[src/rtl/vga_term_writer_pkg.sv]
// Shared definitions for the VGA text-terminal writer.
// Holds the default geometry and blank code, the ASCII control codes the
// writer interprets, the FSM state enumeration and small helper functions.
package vga_term_writer_pkg;

    localparam int         COLS_DEF = 70;
    localparam int         ROWS_DEF = 30;
    localparam logic [7:0] FILL_DEF = 8'h20;

    localparam logic [7:0] ASCII_BS    = 8'h08;
    localparam logic [7:0] ASCII_LF    = 8'h0A;
    localparam logic [7:0] ASCII_CR    = 8'h0D;
    localparam logic [7:0] ASCII_SP    = 8'h20;
    localparam logic [7:0] ASCII_TILDE = 8'h7E;

    typedef enum logic [1:0] {
        ST_INIT  = 2'd0,
        ST_IDLE  = 2'd1,
        ST_WRITE = 2'd2,
        ST_CLEAR = 2'd3
    } state_t;

    // True for bytes that are stored as glyphs (space through tilde).
    function automatic logic is_printable(input logic [7:0] b);
        return (b >= ASCII_SP) && (b <= ASCII_TILDE);
    endfunction

    // Character-buffer address layout: row in the upper bits, column below.
    function automatic logic [11:0] make_addr(input logic [4:0] row, input logic [6:0] col);
        return {row, col};
    endfunction

endpackage

[src/rtl/vga_term_writer_if.sv]
// Byte-input handshake plus character-buffer write port of the terminal writer.
//   in_valid/in_data : producer offers an ASCII byte
//   in_ready         : writer accepts the byte on an edge where both are high
//   wr_en/wr_addr/wr_data : one-cycle write strobe into the character buffer
// The writer uses the slave modport; the producer/buffer side uses master.
interface vga_term_writer_if;
    logic        in_valid;
    logic [7:0]  in_data;
    logic        in_ready;
    logic        wr_en;
    logic [11:0] wr_addr;
    logic [7:0]  wr_data;

    modport master (
        output in_valid, in_data,
        input  in_ready, wr_en, wr_addr, wr_data
    );

    modport slave (
        input  in_valid, in_data,
        output in_ready, wr_en, wr_addr, wr_data
    );
endinterface

[src/rtl/vga_term_writer_cursor.sv]
// Cursor bookkeeping for the terminal writer.
// Owns the cursor column/row and the scroll base, applies one accepted byte
// when 'apply' is high, and flags when that byte's newline lands on the
// scroll base (the caller must then clear the new row).
//   clk, reset        : clock, asynchronous active-high reset
//   apply, op_byte    : apply op_byte to the cursor this cycle
//   cur_col, cur_row  : registered cursor position
//   scroll_base       : registered physical row shown at the top
//   scroll_req        : combinational, valid while apply is high
module vga_term_cursor
    import vga_term_writer_pkg::*;
#(
    parameter int COLS = COLS_DEF,
    parameter int ROWS = ROWS_DEF
) (
    input  logic       clk,
    input  logic       reset,
    input  logic       apply,
    input  logic [7:0] op_byte,
    output logic [6:0] cur_col,
    output logic [4:0] cur_row,
    output logic [4:0] scroll_base,
    output logic       scroll_req
);

    localparam logic [6:0] COL_LAST = 7'(COLS - 1);
    localparam logic [4:0] ROW_LAST = 5'(ROWS - 1);

    logic       newline_s;
    logic [4:0] row_inc_s;
    logic [4:0] base_inc_s;
    logic [6:0] col_nx_s;
    logic [4:0] row_nx_s;
    logic [4:0] base_nx_s;

    // Modulo-ROWS successors of the cursor row and the scroll base.
    always_comb begin
        row_inc_s  = (cur_row == ROW_LAST) ? 5'd0 : cur_row + 5'd1;
        base_inc_s = (scroll_base == ROW_LAST) ? 5'd0 : scroll_base + 5'd1;
    end

    // Next cursor/scroll values for the byte being applied.
    always_comb begin
        col_nx_s  = cur_col;
        row_nx_s  = cur_row;
        base_nx_s = scroll_base;
        newline_s = 1'b0;
        if (apply) begin
            if (is_printable(op_byte)) begin
                // The last column wraps to the next line instead of advancing.
                if (cur_col == COL_LAST) begin
                    newline_s = 1'b1;
                end else begin
                    col_nx_s = cur_col + 7'd1;
                end
            end else begin
                case (op_byte)
                    ASCII_LF: newline_s = 1'b1;
                    ASCII_CR: col_nx_s  = 7'd0;
                    ASCII_BS: begin
                        if (cur_col != 7'd0) begin
                            col_nx_s = cur_col - 7'd1;
                        end else begin
                            col_nx_s = cur_col;
                        end
                    end
                    default:  col_nx_s = cur_col;
                endcase
            end
            if (newline_s) begin
                col_nx_s = 7'd0;
                row_nx_s = row_inc_s;
                // Landing on the top display line pushes the view down one row.
                if (row_inc_s == scroll_base) begin
                    base_nx_s = base_inc_s;
                end else begin
                    base_nx_s = scroll_base;
                end
            end else begin
                row_nx_s = cur_row;
            end
        end else begin
            newline_s = 1'b0;
        end
        scroll_req = newline_s && (row_inc_s == scroll_base);
    end

    // Cursor and scroll-base registers.
    always_ff @(posedge clk or posedge reset) begin
        if (reset) begin
            cur_col     <= 7'd0;
            cur_row     <= 5'd0;
            scroll_base <= 5'd0;
        end else begin
            cur_col     <= col_nx_s;
            cur_row     <= row_nx_s;
            scroll_base <= base_nx_s;
        end
    end

endmodule

[src/rtl/vga_term_writer.sv]
// VGA text-terminal writer.
// Clears the whole character buffer after reset, then accepts ASCII bytes
// one at a time, writes printable glyphs at the cursor, interprets
// LF / CR / BS, and clears a fresh row whenever the view scrolls.
//   clk, reset   : clock, asynchronous active-high reset
//   bus (slave)  : byte handshake in, character-buffer write strobe out
//   cur_col/row  : cursor position
//   scroll_base  : physical row shown as the top display line
//   busy         : high in every state except IDLE
module vga_term_writer
    import vga_term_writer_pkg::*;
#(
    parameter int         COLS = COLS_DEF,
    parameter int         ROWS = ROWS_DEF,
    parameter logic [7:0] FILL = FILL_DEF
) (
    input  logic             clk,
    input  logic             reset,
    vga_term_writer_if.slave bus,
    output logic [6:0]       cur_col,
    output logic [4:0]       cur_row,
    output logic [4:0]       scroll_base,
    output logic             busy
);

    localparam logic [6:0] COL_LAST = 7'(COLS - 1);
    localparam logic [4:0] ROW_LAST = 5'(ROWS - 1);

    state_t      state_r, state_nx_s;
    logic [4:0]  clr_row_r, clr_row_nx_s;
    logic [6:0]  clr_col_r, clr_col_nx_s;
    logic        clr_done_r, clr_done_nx_s;
    logic [7:0]  byte_r, byte_nx_s;
    logic        wr_en_r, wr_en_nx_s;
    logic [11:0] wr_addr_r, wr_addr_nx_s;
    logic [7:0]  wr_data_r, wr_data_nx_s;
    logic        in_ready_r;
    logic        busy_r;
    logic        apply_s;
    logic        scroll_req_s;

    // The cursor is updated in WRITE, one cycle after the byte's strobe was issued.
    assign apply_s = (state_r == ST_WRITE);

    vga_term_cursor #(
        .COLS (COLS),
        .ROWS (ROWS)
    ) u_cursor (
        .clk         (clk),
        .reset       (reset),
        .apply       (apply_s),
        .op_byte     (byte_r),
        .cur_col     (cur_col),
        .cur_row     (cur_row),
        .scroll_base (scroll_base),
        .scroll_req  (scroll_req_s)
    );

    // FSM state register.
    always_ff @(posedge clk or posedge reset) begin
        if (reset) begin
            state_r <= ST_INIT;
        end else begin
            state_r <= state_nx_s;
        end
    end

    // Next-state and next-output logic. Strobes are issued one cycle ahead
    // of their register; clr_done holds INIT/CLEAR for one extra cycle so
    // the final strobe is still seen outside IDLE.
    always_comb begin
        state_nx_s    = state_r;
        clr_row_nx_s  = clr_row_r;
        clr_col_nx_s  = clr_col_r;
        clr_done_nx_s = clr_done_r;
        byte_nx_s     = byte_r;
        wr_en_nx_s    = 1'b0;
        wr_addr_nx_s  = wr_addr_r;
        wr_data_nx_s  = wr_data_r;
        case (state_r)
            ST_INIT: begin
                if (clr_done_r) begin
                    clr_done_nx_s = 1'b0;
                    state_nx_s    = ST_IDLE;
                end else begin
                    wr_en_nx_s   = 1'b1;
                    wr_addr_nx_s = make_addr(clr_row_r, clr_col_r);
                    wr_data_nx_s = FILL;
                    if (clr_col_r == COL_LAST) begin
                        clr_col_nx_s = 7'd0;
                        if (clr_row_r == ROW_LAST) begin
                            clr_row_nx_s  = 5'd0;
                            clr_done_nx_s = 1'b1;
                        end else begin
                            clr_row_nx_s = clr_row_r + 5'd1;
                        end
                    end else begin
                        clr_col_nx_s = clr_col_r + 7'd1;
                    end
                end
            end
            ST_IDLE: begin
                if (bus.in_valid && in_ready_r) begin
                    byte_nx_s  = bus.in_data;
                    state_nx_s = ST_WRITE;
                    if (is_printable(bus.in_data)) begin
                        wr_en_nx_s   = 1'b1;
                        wr_addr_nx_s = make_addr(cur_row, cur_col);
                        wr_data_nx_s = bus.in_data;
                    end else if ((bus.in_data == ASCII_BS) && (cur_col != 7'd0)) begin
                        wr_en_nx_s   = 1'b1;
                        wr_addr_nx_s = make_addr(cur_row, cur_col - 7'd1);
                        wr_data_nx_s = FILL;
                    end else begin
                        wr_en_nx_s = 1'b0;
                    end
                end else begin
                    state_nx_s = ST_IDLE;
                end
            end
            ST_WRITE: begin
                if (scroll_req_s) begin
                    state_nx_s = ST_CLEAR;
                end else begin
                    state_nx_s = ST_IDLE;
                end
            end
            ST_CLEAR: begin
                // cur_row already holds the freshly scrolled-in row here.
                if (clr_done_r) begin
                    clr_done_nx_s = 1'b0;
                    state_nx_s    = ST_IDLE;
                end else begin
                    wr_en_nx_s   = 1'b1;
                    wr_addr_nx_s = make_addr(cur_row, clr_col_r);
                    wr_data_nx_s = FILL;
                    if (clr_col_r == COL_LAST) begin
                        clr_col_nx_s  = 7'd0;
                        clr_done_nx_s = 1'b1;
                    end else begin
                        clr_col_nx_s = clr_col_r + 7'd1;
                    end
                end
            end
            default: begin
                state_nx_s = ST_INIT;
            end
        endcase
    end

    // Registered outputs, clear counters and the pending byte.
    always_ff @(posedge clk or posedge reset) begin
        if (reset) begin
            clr_row_r  <= 5'd0;
            clr_col_r  <= 7'd0;
            clr_done_r <= 1'b0;
            byte_r     <= 8'h00;
            wr_en_r    <= 1'b0;
            wr_addr_r  <= 12'd0;
            wr_data_r  <= 8'h00;
            in_ready_r <= 1'b0;
            busy_r     <= 1'b1;
        end else begin
            clr_row_r  <= clr_row_nx_s;
            clr_col_r  <= clr_col_nx_s;
            clr_done_r <= clr_done_nx_s;
            byte_r     <= byte_nx_s;
            wr_en_r    <= wr_en_nx_s;
            wr_addr_r  <= wr_addr_nx_s;
            wr_data_r  <= wr_data_nx_s;
            in_ready_r <= (state_nx_s == ST_IDLE);
            busy_r     <= (state_nx_s != ST_IDLE);
        end
    end

    assign bus.in_ready = in_ready_r;
    assign bus.wr_en    = wr_en_r;
    assign bus.wr_addr  = wr_addr_r;
    assign bus.wr_data  = wr_data_r;
    assign busy         = busy_r;

endmodule

[src/flat_wrapper.sv]
// flat-port wrapper written by rule: the top's interface ports become plain ports
module vga_term_writer_flat import vga_term_writer_pkg::*;
#(
    parameter int         COLS = COLS_DEF,
    parameter int         ROWS = ROWS_DEF,
    parameter logic [7:0] FILL = FILL_DEF
)
  (clk, reset, cur_col, cur_row, scroll_base, busy, bus_in_valid, bus_in_data, bus_in_ready, bus_wr_en, bus_wr_addr, bus_wr_data);
  vga_term_writer_if bus_i ();
  input  logic clk;
  input  logic reset;
  output logic [6:0] cur_col;
  output logic [4:0] cur_row;
  output logic [4:0] scroll_base;
  output logic busy;
  input wire logic [$bits(bus_i.in_valid)-1:0] bus_in_valid;
  input wire logic [$bits(bus_i.in_data)-1:0] bus_in_data;
  output wire logic [$bits(bus_i.in_ready)-1:0] bus_in_ready;
  output wire logic [$bits(bus_i.wr_en)-1:0] bus_wr_en;
  output wire logic [$bits(bus_i.wr_addr)-1:0] bus_wr_addr;
  output wire logic [$bits(bus_i.wr_data)-1:0] bus_wr_data;
  assign bus_i.in_valid = bus_in_valid;
  assign bus_i.in_data = bus_in_data;
  assign bus_in_ready = bus_i.in_ready;
  assign bus_wr_en = bus_i.wr_en;
  assign bus_wr_addr = bus_i.wr_addr;
  assign bus_wr_data = bus_i.wr_data;
  vga_term_writer #(.COLS(COLS), .ROWS(ROWS), .FILL(FILL)) u_core (.clk(clk), .reset(reset), .bus(bus_i), .cur_col(cur_col), .cur_row(cur_row), .scroll_base(scroll_base), .busy(busy));
endmodule
[config.mk]
export PLATFORM = sky130hd
export DESIGN_NAME = vga_term_writer_flat
export DESIGN_NICKNAME = d
export VERILOG_FILES = /design/src/rtl/vga_term_writer_pkg.sv /design/src/rtl/vga_term_writer_if.sv /design/src/rtl/vga_term_writer_cursor.sv /design/src/rtl/vga_term_writer.sv /design/src/flat_wrapper.sv
export SDC_FILE = /design/constraint.sdc
export NUM_CORES = 1
export LEC_CHECK = 0
export ABC_CLOCK_PERIOD_IN_PS = 3200
export CAP_MARGIN = 40
export CORE_MARGIN = 5
export CORE_UTILIZATION = 55
export DETAILED_ROUTE_END_ITERATION = 8
export GPL_TIMING_DRIVEN = 0
export PLACE_DENSITY = 0.89
export SYNTH_ARGS = -nofsm -noshare
export SYNTH_HDL_FRONTEND = slang
export SYNTH_SLANG_ARGS = --single-unit
[constraint.sdc]
create_clock -name clk -period 3.2 [get_ports clk]
set_input_delay 0.64 -clock clk [delete_from_list [all_inputs] [get_ports clk]]
set_output_delay 0.64 -clock clk [all_outputs]
set_load 0.01 [all_outputs]
==> run_results.csv <==
group,metric,value,unit
worst_setup_path,cp-end-kind,"flip-flop",
floorplan,die_area,8300,um2
synth,yosysSeqAreaShare,43.6,%
pwr,ir_drop,0.602,mV
cts,cts-root-buf,"clkbuf_8",
worst_setup_path,path_common_cell,"inv_1",
layout,stdcell_area,4480,um2
sta,slew_headroom,49.4,%
route,wl_per_cell,16.3,um
sta,setup_viol,0,
cts,cts_buffers,9,
pwr,leakage,1.94,nW
worst_setup_path,arrival,3.00,ns
worst_setup_path,crit_end,"u_core.u_cursor.scroll_base[4]$_DFFE_PP0P_",
floorplan,die_y,91.1,um
placed_design,place_area,4230,um2
route,dr.pass1.iters,4,
worst_setup_path,cp_data_required_time,3.45,ns
layout,antenna_cells,0,
sta,skew,0.0102,ns
route,vias_per_cell,6.04,
worst_setup_path,path_cells,"clkbuf_1 -> inv_1 -> ha_1 -> inv_1 -> o31ai_4 -> nand4_2 -> or2_0 -> o31ai_1",
cts,ctsHoldBuffers,0,
global_routing,first_global_vias,3056,
synth,synthCells,388,
cts,ctsHtreeMaxLevel,3,
worst_setup_path,r2r-end,"u_core.u_cursor.scroll_base[4]$_DFFE_PP0P_",
pwr,pwr-share-seq,32.1,%
route,vias,3214,
cts,tritoncts,"yes",
sta,rsz0062_at_grt,"false",
cts,clk_latency,0.35,ns
synth,ys_top_cells_by_count,"dfrtp_1, nand2_1, nor2_1",
sta,fmax,365,MHz
layout,layout-drive-gt1-share,10.8,%
worst_setup_path,cp-start-kind,"flip-flop",
sta,period_minus_slack,2.74,ns
placed_design,place_hpwl,6310,um
layout,fillCellCount,471,
synth,yosys_warnings,0,
synth,synth_area_per_cell,9.32,um2
global_routing,overflow,0,
pwr,p_int,0.00246,W
sta,tightest_slew,0.753,ns
worst_setup_path,regToRegStartpoint,"u_core.state_r[0]$_DFF_PP0_",
route,totalWireLength,8660,um
pwr,clkPwrFrac,20.6,%
floorplan,fp-row-count,29,
flow_run,maxCapViolations,0,
pwr,power.density,923,nW/um2
global_routing,grt_use_total,20.9,%
pwr,switchingPower,0.00168,W
synth,async_reset_ff_share,100,%
layout,area_delta_synth_final,24.0,%
layout,finalNetCount,476,
pwr,swShare,40.6,%
cts,cts_setup_buffers,0,
status,status,"finished, final reports clean",
synth,synth_cell_types,61,
synth,synth_area,3620,um2
route,antenna_left,0,
worst_setup_path,crit_type,"flip-flop to flip-flop",
synth,yosys.cell_count.top_type,"dfrtp_1",
worst_hold_path,worstHoldPathType,"flip-flop to flip-flop",
worst_setup_path,critPathBufInv,3,
sta,fin_tns_setup,0,ns
synth,yosys-top-cells-area,"dfrtp_1, ha_1, nand2_1",
pwr,total_power,0.00414,W
synth,syn-num-nets,414,
pwr,combPwrFrac,47.3,%
synth,synth_seq_cells,63,
worst_setup_path,critPathMaxStageDelay,0.50,ns
route,drc,0,
synth,yosysTopAreaCellShare,42.9,%
sta,hold_violations,0,
cts,clockBufferDepth,2,
route,drtIter0Drc,223,
placed_design,place.gp.congestion,0.921,
worst_setup_path,crit_slowest_cell,"o31ai_4",
worst_setup_path,r2r_setup_slack,0.46,ns
global_routing,antenna_found_initial,0,
worst_setup_path,cp.depth,8,
floorplan,start_util,56.6,%
placed_design,portBuffers,50,
sta,drv_slew,0,
global_routing,grt_max_degree,39,
global_routing,grt_pass1_wl,14300,um
worst_setup_path,crit_fanout,10,
cts,clock_sink_count,63,
layout,utilization,70.2,%
synth,yosysTopAreaCell,"dfrtp_1",
cts,clk_pin_slew,0.08,ns
worst_setup_path,crit_family,"compound AO/OA/AOI/OAI gates",
floorplan,chipWidth,91.1,um
worst_setup_path,critPathLaunch,"u_core.state_r[0]$_DFF_PP0_",
floorplan,pin_count,51,
synth,synth_top_flop_cell,"dfrtp_1",
worst_setup_path,r2r_cells,8,
sta,fin_crit_sh,85.6,%
floorplan,core-area,6390,um2
synth,synth_edf_count,0,
## layout by cell type, fill, tap and decap left out, drive strengths merged, types with 10 or more instances in the layout
master / n
ha: 15
a21oi: 19
clkbuf: 16
inv: 21
o31ai: 18
o21ai: 31
nand2: 47
dfrtp: 62
clkdlybuf4s50: 50
nor3: 11
nor2: 36
buf: 10
## worst reg2reg max path, delay by kind of cell (launching register included)
| family | cells | cell delay (ns) |
|---|---|---|
| fa+ha+maj | 1 | 0.30 |
| buf+inv | 3 | 0.52 |
| compound gates | 2 | 0.73 |
| simple gates | 2 | 0.67 |
| flops | 1 | 0.41 |
## how the worst min path moves through the flow
stage                                      start                           endpoint  slack (ns)  cells after the start
4_1_cts        u_core.bus.wr_data[5]$_DFFE_PP0P_  u_core.bus.wr_data[5]$_DFFE_PP0P_        0.49                      2
6_report       u_core.bus.wr_data[1]$_DFFE_PP0P_  u_core.bus.wr_data[1]$_DFFE_PP0P_        0.49                      2
5_1_grt        u_core.bus.wr_data[5]$_DFFE_PP0P_  u_core.bus.wr_data[5]$_DFFE_PP0P_        0.52                      2
3_3_place_gp   u_core.bus.wr_data[1]$_DFFE_PP0P_  u_core.bus.wr_data[1]$_DFFE_PP0P_        0.46                      2
2_1_floorplan    u_core.clr_row_r[4]$_DFFE_PP0P_    u_core.clr_row_r[4]$_DFFE_PP0P_        0.47                      1
3_5_place_dp   u_core.bus.wr_data[3]$_DFFE_PP0P_  u_core.bus.wr_data[3]$_DFFE_PP0P_        0.47                      2
## power by group through the flow
| stage | combinational (W) | clock (W) | sequential (W) |
|---|---|---|---|
| global route | 0.00213 | 0.000904 | 0.00137 |
| finish | 0.00196 | 0.000853 | 0.00133 |
| floorplan | 0.00119 | 0 | 0.00137 |
| global placement | 0.00185 | 0 | 0.00132 |
| detailed placement | 0.00193 | 0 | 0.00134 |
| CTS | 0.00195 | 0.000855 | 0.00133 |
## per-stage QoR
| step | cells | hold slack [ns] | setup WS, ns |
|---|---|---|---|
| 2_1_floorplan | 388 | 0.472 | 0.741 |
| 4_1_cts | 532 | 0.495 | 0.243 |
| 3_3_place_gp | 515 | 0.465 | -0.0684 |
| 5_1_grt | 532 | 0.523 | 0.221 |
| 3_5_place_dp | 516 | 0.470 | 0.185 |
| 6_report | 532 | 0.490 | 0.459 |
## logic make-up after synthesis
group / after synthesis / share of synthesized area (%)
compound gates: 110 / 21.0
buf+inv: 37 / 5.05
flops: 63 / 43.6
simple gates: 141 / 19.5
mux: 8 / 2.32
xor+xnor: 14 / 3.39
fa+ha+maj: 15 / 5.19
## layer usage
layer	global-route usage [%]	part of all wire, %	wire, um
met5	0	0	0
met4	8.07	2.5	217
met3	4.46	4.7	405
met2	34.7	50	4330
met1	26.7	43	3710
## sequential cells by signal, indices dropped and copies added (netlist names)
name	flops
u_core.bus.in_ready	1
u_core.bus.wr_addr	12
u_core.bus.wr_data	8
u_core.bus.wr_en	1
u_core.busy	1
u_core.byte_r	8
u_core.clr_col_r	7
u_core.clr_done_r	1
u_core.clr_row_r	5
u_core.state_r	2
u_core.u_cursor.cur_col	7
u_core.u_cursor.cur_row	5
u_core.u_cursor.scroll_base	5
## final cells by class
class | count | area (um2) | area share, %
plain buffers | 16 | 104 | 2.32
multi-input cells | 288 | 1860 | 41.5
clock inverters | 7 | 121 | 2.71
clock buffers | 9 | 124 | 2.76
repair buffers | 51 | 520 | 11.6
flip-flops and latches | 63 | 1580 | 35.2
inverters | 21 | 78.8 | 1.76
well taps | 77 | 96.3 | 2.15
## timing repair
action,4_1_cts,5_1_grt
endpoints found under the setup margin,0,1
hold endpoints to repair,0,0
resized for setup,0,1
Note: power is estimated with default switching activity, not from simulation.
